===== src/rtl/mock_cu_multi_if.sv =====
// Channel bus/tag bundle between a channel (master) and a control unit (slave).
interface mock_cu_multi_if;
  logic [7:0] bus_out;
  logic       bus_out_parity;
  logic       operational_out;
  logic       address_out;
  logic       command_out;
  logic       service_out;
  logic       suppress_out;
  logic       selection_x;
  logic [7:0] bus_in;
  logic       bus_in_parity;
  logic       operational_in;
  logic       address_in;
  logic       status_in;
  logic       service_in;
  logic       request_in;
  logic       selection_y;

  modport master (
    output bus_out, bus_out_parity, operational_out, address_out, command_out,
           service_out, suppress_out, selection_x,
    input  bus_in, bus_in_parity, operational_in, address_in, status_in,
           service_in, request_in, selection_y
  );

  modport slave (
    input  bus_out, bus_out_parity, operational_out, address_out, command_out,
           service_out, suppress_out, selection_x,
    output bus_in, bus_in_parity, operational_in, address_in, status_in,
           service_in, request_in, selection_y
  );
endinterface


===== src/rtl/mock_cu_multi.sv =====
// Mock multi-device control unit: answers selection for NUM_DEVICES consecutive
// addresses, runs TEST I/O / NOP / READ / WRITE / SENSE with busy and flow control.
module mock_cu_multi #(
  parameter logic [7:0]  BASE_ADDRESS      = 8'h10,
  parameter int unsigned NUM_DEVICES       = 4,
  parameter bit          ENABLE_SHORT_BUSY = 1'b1
) (
  input  logic                   clk,
  input  logic                   reset,
  mock_cu_multi_if.slave         bus,
  input  logic [NUM_DEVICES-1:0] mock_busy,
  input  logic [15:0]            mock_limit,
  output logic [7:0]             command,
  output logic [3:0]             device,
  output logic [15:0]            count,
  output logic                   parity_error
);

  typedef enum logic [3:0] {
    IDLE, SEL, ADDR, CMDW, DECODE, ISTAT, ISTATW,
    RD, RDW, WR, WRW, STOPW, FSTAT, SBUSY
  } state_t;

  state_t      state_q, state_d;
  logic [7:0]  bus_in_q, bus_in_d, status_q, status_d, command_d;
  logic        bus_par_q;
  logic        op_q, op_d, addr_q, addr_d, stat_q, stat_d, svc_q, svc_d, sely_q, sely_d;
  logic [3:0]  device_d, sel_idx;
  logic [15:0] count_d, limit_q, limit_d, rej_q, rej_d, busy_ext;
  logic        perr_d, checked, in_range, is_sense, is_rw, xfer_done;
  logic [8:0]  addr_ext;
  logic [7:0]  st;

  assign bus.bus_in         = bus_in_q;
  assign bus.bus_in_parity  = bus_par_q;
  assign bus.operational_in = op_q;
  assign bus.address_in     = addr_q;
  assign bus.status_in      = stat_q;
  assign bus.service_in     = svc_q;
  assign bus.selection_y    = sely_q;
  assign bus.request_in     = 1'b0;

  assign busy_ext  = 16'(mock_busy);
  assign addr_ext  = {1'b0, bus.bus_out};
  // 9-bit compare so the device window never wraps past 8'hff
  assign in_range  = (addr_ext >= {1'b0, BASE_ADDRESS}) &&
                     (addr_ext < ({1'b0, BASE_ADDRESS} + 9'(NUM_DEVICES)));
  assign sel_idx   = 4'(bus.bus_out - BASE_ADDRESS);
  assign is_sense  = (command == 8'h04);
  assign is_rw     = (command == 8'h01) || (command == 8'h02);
  assign checked   = bus.address_out || bus.command_out || ((state_q == WR) && bus.service_out);
  assign xfer_done = ((state_q == RDW) && is_sense) || (count == limit_q);

  always_comb begin
    state_d   = state_q;
    bus_in_d  = bus_in_q;
    op_d      = op_q;
    addr_d    = addr_q;
    stat_d    = stat_q;
    svc_d     = svc_q;
    sely_d    = sely_q;
    command_d = command;
    device_d  = device;
    count_d   = count;
    status_d  = status_q;
    limit_d   = limit_q;
    rej_d     = rej_q;
    st        = 8'h00;
    perr_d    = parity_error | (checked && !(^{bus.bus_out, bus.bus_out_parity}));

    if (!bus.operational_out) begin
      state_d  = IDLE;
      bus_in_d = '0;
      op_d     = 1'b0;
      addr_d   = 1'b0;
      stat_d   = 1'b0;
      svc_d    = 1'b0;
      sely_d   = bus.selection_x;
    end else begin
      unique case (state_q)
        IDLE: begin
          op_d     = 1'b0;
          addr_d   = 1'b0;
          stat_d   = 1'b0;
          svc_d    = 1'b0;
          bus_in_d = '0;
          sely_d   = bus.selection_x;
          if (bus.address_out && bus.selection_x && in_range) begin
            sely_d   = 1'b0;
            device_d = sel_idx;
            op_d     = 1'b1;
            if (ENABLE_SHORT_BUSY && busy_ext[sel_idx]) begin
              state_d  = SBUSY;
              bus_in_d = 8'h0A;
              stat_d   = 1'b1;
            end else begin
              state_d = SEL;
            end
          end
        end
        SEL: if (!bus.address_out) begin
          state_d  = ADDR;
          addr_d   = 1'b1;
          bus_in_d = BASE_ADDRESS + {4'b0, device};
        end
        ADDR: if (bus.command_out) begin
          command_d = bus.bus_out;
          addr_d    = 1'b0;
          bus_in_d  = '0;
          state_d   = CMDW;
        end
        CMDW: if (!bus.command_out) state_d = DECODE;
        DECODE: begin
          if (busy_ext[device]) st = 8'h08;
          else if (command == 8'h03) st = 8'h30;
          else if (command <= 8'h04) st = 8'h00;
          else begin
            st            = 8'h70;
            rej_d[device] = 1'b1;
          end
          status_d = st;
          bus_in_d = st;
          stat_d   = 1'b1;
          limit_d  = mock_limit;
          state_d  = ISTAT;
        end
        ISTAT: if (bus.service_out) begin
          stat_d   = 1'b0;
          bus_in_d = '0;
          state_d  = ISTATW;
        end
        ISTATW: if (!bus.service_out) begin
          if ((status_q == 8'h00) && (is_rw || is_sense)) begin
            count_d = '0;
            if (is_rw && (limit_q == 16'h0000)) begin
              state_d  = FSTAT;
              status_d = 8'h30;
              bus_in_d = 8'h30;
              stat_d   = 1'b1;
            end else begin
              state_d = (command == 8'h01) ? WR : RD;
            end
          end else begin
            state_d = IDLE;
            op_d    = 1'b0;
          end
        end
        RD, WR: begin
          // STOP outranks a pending data handshake
          if (bus.command_out) begin
            svc_d    = 1'b0;
            bus_in_d = '0;
            state_d  = STOPW;
          end else if (bus.service_out && svc_q) begin
            svc_d   = 1'b0;
            count_d = count + 16'd1;
            state_d = (state_q == RD) ? RDW : WRW;
          end else if (bus.suppress_out) begin
            svc_d = 1'b0;
          end else begin
            svc_d = 1'b1;
            if (state_q == RD)
              bus_in_d = is_sense ? {7'b0, rej_q[device]} : (count[7:0] + 8'd1);
            else
              bus_in_d = '0;
          end
        end
        RDW, WRW: if (!bus.service_out) begin
          if (xfer_done) begin
            if (is_sense) rej_d[device] = 1'b0;
            state_d  = FSTAT;
            status_d = 8'h30;
            bus_in_d = 8'h30;
            stat_d   = 1'b1;
          end else begin
            state_d = (state_q == RDW) ? RD : WR;
          end
        end
        STOPW: if (!bus.command_out) begin
          state_d  = FSTAT;
          status_d = 8'h30;
          bus_in_d = 8'h30;
          stat_d   = 1'b1;
        end
        FSTAT: if (bus.service_out) begin
          stat_d   = 1'b0;
          op_d     = 1'b0;
          bus_in_d = '0;
          state_d  = IDLE;
        end
        SBUSY: begin
          // status_in low marks the short-busy status as already accepted
          if (stat_q && (bus.service_out || bus.command_out)) begin
            stat_d   = 1'b0;
            bus_in_d = '0;
          end else if (!stat_q && !bus.address_out) begin
            op_d    = 1'b0;
            state_d = IDLE;
          end
        end
        default: state_d = IDLE;
      endcase
    end
  end

  always_ff @(posedge clk) begin
    if (reset) begin
      state_q      <= IDLE;
      bus_in_q     <= '0;
      bus_par_q    <= 1'b0;
      op_q         <= 1'b0;
      addr_q       <= 1'b0;
      stat_q       <= 1'b0;
      svc_q        <= 1'b0;
      sely_q       <= 1'b0;
      command      <= '0;
      device       <= '0;
      count        <= '0;
      status_q     <= '0;
      limit_q      <= '0;
      rej_q        <= '0;
      parity_error <= 1'b0;
    end else begin
      state_q      <= state_d;
      bus_in_q     <= bus_in_d;
      bus_par_q    <= ~^bus_in_d;
      op_q         <= op_d;
      addr_q       <= addr_d;
      stat_q       <= stat_d;
      svc_q        <= svc_d;
      sely_q       <= sely_d;
      command      <= command_d;
      device       <= device_d;
      count        <= count_d;
      status_q     <= status_d;
      limit_q      <= limit_d;
      rej_q        <= rej_d;
      parity_error <= perr_d;
    end
  end

endmodule


===== src/flat_wrapper.sv =====
// flat-port wrapper written by rule: the top's interface ports become plain ports
module mock_cu_multi_flat 
#(
  parameter logic [7:0]  BASE_ADDRESS      = 8'h10,
  parameter int unsigned NUM_DEVICES       = 4,
  parameter bit          ENABLE_SHORT_BUSY = 1'b1
)
  (clk, reset, mock_busy, mock_limit, command, device, count, parity_error, bus_bus_out, bus_bus_out_parity, bus_operational_out, bus_address_out, bus_command_out, bus_service_out, bus_suppress_out, bus_selection_x, bus_bus_in, bus_bus_in_parity, bus_operational_in, bus_address_in, bus_status_in, bus_service_in, bus_request_in, bus_selection_y);
  mock_cu_multi_if bus_i ();
  input  logic clk;
  input  logic reset;
  input  logic [NUM_DEVICES-1:0] mock_busy;
  input  logic [15:0] mock_limit;
  output logic [7:0] command;
  output logic [3:0] device;
  output logic [15:0] count;
  output logic parity_error;
  input wire logic [$bits(bus_i.bus_out)-1:0] bus_bus_out;
  input wire logic [$bits(bus_i.bus_out_parity)-1:0] bus_bus_out_parity;
  input wire logic [$bits(bus_i.operational_out)-1:0] bus_operational_out;
  input wire logic [$bits(bus_i.address_out)-1:0] bus_address_out;
  input wire logic [$bits(bus_i.command_out)-1:0] bus_command_out;
  input wire logic [$bits(bus_i.service_out)-1:0] bus_service_out;
  input wire logic [$bits(bus_i.suppress_out)-1:0] bus_suppress_out;
  input wire logic [$bits(bus_i.selection_x)-1:0] bus_selection_x;
  output wire logic [$bits(bus_i.bus_in)-1:0] bus_bus_in;
  output wire logic [$bits(bus_i.bus_in_parity)-1:0] bus_bus_in_parity;
  output wire logic [$bits(bus_i.operational_in)-1:0] bus_operational_in;
  output wire logic [$bits(bus_i.address_in)-1:0] bus_address_in;
  output wire logic [$bits(bus_i.status_in)-1:0] bus_status_in;
  output wire logic [$bits(bus_i.service_in)-1:0] bus_service_in;
  output wire logic [$bits(bus_i.request_in)-1:0] bus_request_in;
  output wire logic [$bits(bus_i.selection_y)-1:0] bus_selection_y;
  assign bus_i.bus_out = bus_bus_out;
  assign bus_i.bus_out_parity = bus_bus_out_parity;
  assign bus_i.operational_out = bus_operational_out;
  assign bus_i.address_out = bus_address_out;
  assign bus_i.command_out = bus_command_out;
  assign bus_i.service_out = bus_service_out;
  assign bus_i.suppress_out = bus_suppress_out;
  assign bus_i.selection_x = bus_selection_x;
  assign bus_bus_in = bus_i.bus_in;
  assign bus_bus_in_parity = bus_i.bus_in_parity;
  assign bus_operational_in = bus_i.operational_in;
  assign bus_address_in = bus_i.address_in;
  assign bus_status_in = bus_i.status_in;
  assign bus_service_in = bus_i.service_in;
  assign bus_request_in = bus_i.request_in;
  assign bus_selection_y = bus_i.selection_y;
  mock_cu_multi #(.BASE_ADDRESS(BASE_ADDRESS), .NUM_DEVICES(NUM_DEVICES), .ENABLE_SHORT_BUSY(ENABLE_SHORT_BUSY)) u_core (.clk(clk), .reset(reset), .bus(bus_i), .mock_busy(mock_busy), .mock_limit(mock_limit), .command(command), .device(device), .count(count), .parity_error(parity_error));
endmodule

===== config.mk =====
export PLATFORM = sky130hd
export DESIGN_NAME = mock_cu_multi_flat
export DESIGN_NICKNAME = d
export VERILOG_FILES = /design/src/rtl/mock_cu_multi_if.sv /design/src/rtl/mock_cu_multi.sv /design/src/flat_wrapper.sv
export SDC_FILE = /design/constraint.sdc
export NUM_CORES = 1
export LEC_CHECK = 0
export ABC_AREA = 1
export CAP_MARGIN = 20
export CORE_ASPECT_RATIO = 0.7
export CORE_MARGIN = 2
export CORE_UTILIZATION = 46
export CTS_BUF_LIST = sky130_fd_sc_hd__clkbuf_8
export CTS_CLUSTER_DIAMETER = 50
export DETAILED_ROUTE_END_ITERATION = 8
export PLACE_DENSITY = 0.73
export RECOVER_POWER = 50
export SLEW_MARGIN = 20
export SYNTH_ARGS = -nofsm -noshare
export SYNTH_HDL_FRONTEND = slang
export SYNTH_SLANG_ARGS = --single-unit

===== constraint.sdc =====
create_clock -name clk -period 2.7 [get_ports clk]
set_clock_uncertainty 0.1 [all_clocks]
set_input_delay 0.675 -clock clk [delete_from_list [all_inputs] [get_ports clk]]
set_output_delay 0.675 -clock clk [all_outputs]
set_load 0.005 [all_outputs]

==> run summary <==
Routed vias -> 5,846
P_int -> 1.77 mW
Gr busiest metal -> met1
Hold Buf Count CTS -> 0
Clock buffer depth -> 2
Design area -> 6600 sq um
Post-DP Area -> 6320 sq um
Worst hold path startpoint -> u_core.parity_error$_SDFF_PP0_
R2R setup slack -> 0.18 ns
Grt ovf -> 0
Worst Hold End -> u_core.parity_error$_SDFF_PP0_
Leakage -> 3.05 nW
Synth top area cells -> dfxtp_1, nand2_1, a21oi_1
Post-Synthesis Cells -> 766
Met3 Use GR -> 0.0536
CORE AREA -> 10,300 sq um
CP Data Required Time -> 2.90 ns
Buffers added on ports -> 79
WL per Instance -> 16.8 um
Pins Over Slew Limit -> 0
Total GRT Usage -> 0.314
CTS tree -> done
Dominant cell type by area after synthesis -> dfxtp_1
Antenna violations before repair -> 0
Die span in x -> 127 um
Most frequent cells in the layout -> nand2_1, inv_1, nor2_1
Post-synthesis sequential area ratio -> 0.340
MaxCap Viol Count -> 0
Clock share of power -> 0.396
Total CTS buffers -> 9
Slew @ Worst Pin -> 0.671 ns
IO Pins -> 81
Synth Cell Area -> 4830 sq um
Initial DRC count -> 535
Drt via density -> 5.53
Status -> finished clean
H-tree level count -> 3
Mean Syn Cell Area -> 6.31 sq um
Setup violators final -> 0
Ant diodes -> 0
Placement Rows -> 31
Commonest non-fill, non-tap cell in the layout -> nand2_1
Final period util -> 0.932
Distinct cells, synth -> 45
Reg clk slew, reported paths -> 0.09 ns
First-pass GRT wire length -> 28,200 um
Combinational Power Share -> 0.085
Largest net degree at the start of global routing -> 33
Yosys reg bits -> 82
WS Path Type -> flip-flop to flip-flop
Nets -> 958
Layout area overhead -> 36.5%
CTS sink count -> 82
Pre-antenna DRT Iters -> 6
Clock Latency Late Sink -> 0.38 ns
Crit path max fanout -> 5
Total power -> 2.34 mW
Final Hold Viols -> 0
Die H -> 89.8 um
FF-to-FF path depth -> 17
Sw Pwr -> 0.574 mW
Crit path capture type -> flip-flop
Clk Tree Root Cell -> clkbuf_8
CP Launch Type -> flip-flop
Vias in the first global route -> 5,359
Met1 Use GR -> 0.491
Reg2reg start -> u_core.count[9]$_SDFFE_PP0P_
Total power per unit cell area -> 355 nW/um^2
Top cell type's share of synthesized area -> 0.340
WP data arrival -> 2.72 ns
Detail Placement HPWL -> 14,100 um
Worst hold path type -> flip-flop to flip-flop
Switch share -> 0.245
Routed wire length -> 17,800 um
# DRC -> 0
Share of power burned in registers -> 0.518
Fmax -> 397 MHz
Post-Syn Nets -> 804
Worst hold path cell count -> 2
Final estimated routing congestion in global placement -> 0.992
Die area -> 11,400 sq um
Met2 usage -> 0.447
Slew HR -> 0.551
Share of layout cells above drive strength 1 -> 0.161
Fin crit period -> 2.52 ns
Post-route ant nets -> 0
Yosys warns -> 0
Starting Density -> 0.470
Peak VDD IR -> 0.000267 V
[area by class of cell]
class                   count  area (sq um)
clock buffers              10           138
inverters                 108           405
fillers                   986          3680
clock inverters             6          65.1
well taps                 132           165
repair buffers            162          1410
flip-flops and latches     82          1650
multi-input cells         557          2770
[critical path, stage by stage (launching register included)]
cell and delay (ns):
dfxtp_1 0.32, buf_4 0.15, nand2_1 0.06, nand2_1 0.05, nor2_1 0.18, nand2_1 0.08
nor2_1 0.15, nand2_1 0.13, buf_4 0.16, nand2_1 0.11, nand2_1 0.06, nand2_1 0.05
nand2_1 0.18, nor2_2 0.18, inv_1 0.10, o21ai_0 0.15, nand2_1 0.07, a31oi_1 0.17
[metal layers]
layer | routed length (um) | part of all wire | up-vias
met5 | 0 | 0 | -
met4 | 180 | 0.010 | 0
met3 | 1520 | 0.085 | 18
met2 | 7270 | 0.41 | 262
met1 | 8830 | 0.50 | 2736
li1 | - | - | 2830
[stage by stage]
stage	setup TNS (ns)	hold slack, ns	std cells	setup WS, ns	utilization
4_1_cts	0	0.362	1055	0.00200	0.635
6_report	0	0.352	1057	0.183	0.642
3_5_place_dp	-2.88	0.350	1039	-0.438	0.614
2_1_floorplan	0	0.329	766	0.471	-
3_3_place_gp	-1.28	0.342	1039	-0.265	0.614
5_1_grt	-0.0332	0.385	1057	-0.0161	0.642
[Yosys cell counts (all sizes together)]
master	number
nand2	171
inv	106
nor2	105
dfxtp	82
a21oi	75
o21ai	55
nand3	45
nor3	18
xor2	15
clkbuf	14
nand4	12
o22ai	10
a211oi	9
a31oi	6
nor4	6
buf	5
o311a	4
xnor2	4
or2	3
clkinv	2
o211ai	2
o21bai	2
o31ai	2
a21boi	1
a221oi	1
a22oi	1
and2	1
conb	1
ha	1
nand3b	1
o2111ai	1
o21a	1
o221ai	1
o311ai	1
o41ai	1
or3	1
[how the worst max path moves through the flow]
stage                                       startpoint  depth (start not counted)                                   to  slack, ns
after global routing      u_core.count[9]$_SDFFE_PP0P_                         17                            flip-flop      -0.02
after CTS                              bus_command_out                         16  u_core.bus.bus_in_parity$_SDFF_PP0_      0.002
final                     u_core.count[9]$_SDFFE_PP0P_                         17                            flip-flop       0.18
after global placement                 bus_service_out                         18  u_core.bus.bus_in_parity$_SDFF_PP0_      -0.26
after floorplan                        bus_service_out                         17  u_core.bus.bus_in_parity$_SDFF_PP0_       0.47
after detailed placement               bus_command_out                         16  u_core.bus.bus_in_parity$_SDFF_PP0_      -0.44
[logic make-up after synthesis]
logic type,synth area share
adders and majority gates,0.00259
and+or+nand+nor,0.321
AOI/OAI and AO/OA,0.201
buffers and inverters,0.101
xor gates and xnor gates,0.0344
DFF,0.340
other,0.000776
[power groups by stage]
stage | Combinational (mW) | Clock (mW) | Sequential [mW]
after detailed placement | 0.199 | 0 | 1.24
after floorplan | 0.0728 | 0 | 1.24
after global routing | 0.216 | 0.985 | 1.22
final | 0.200 | 0.929 | 1.21
after global placement | 0.196 | 0 | 1.24
after CTS | 0.200 | 0.943 | 1.22
[repair_timing]
action	4_1_cts	5_1_grt
buffers inserted	0	2
gates cloned	0	0
setup endpoints to repair	1	7
pin swaps	0	2
resized for setup	2	25
Note: power is estimated with default switching activity, not from simulation.
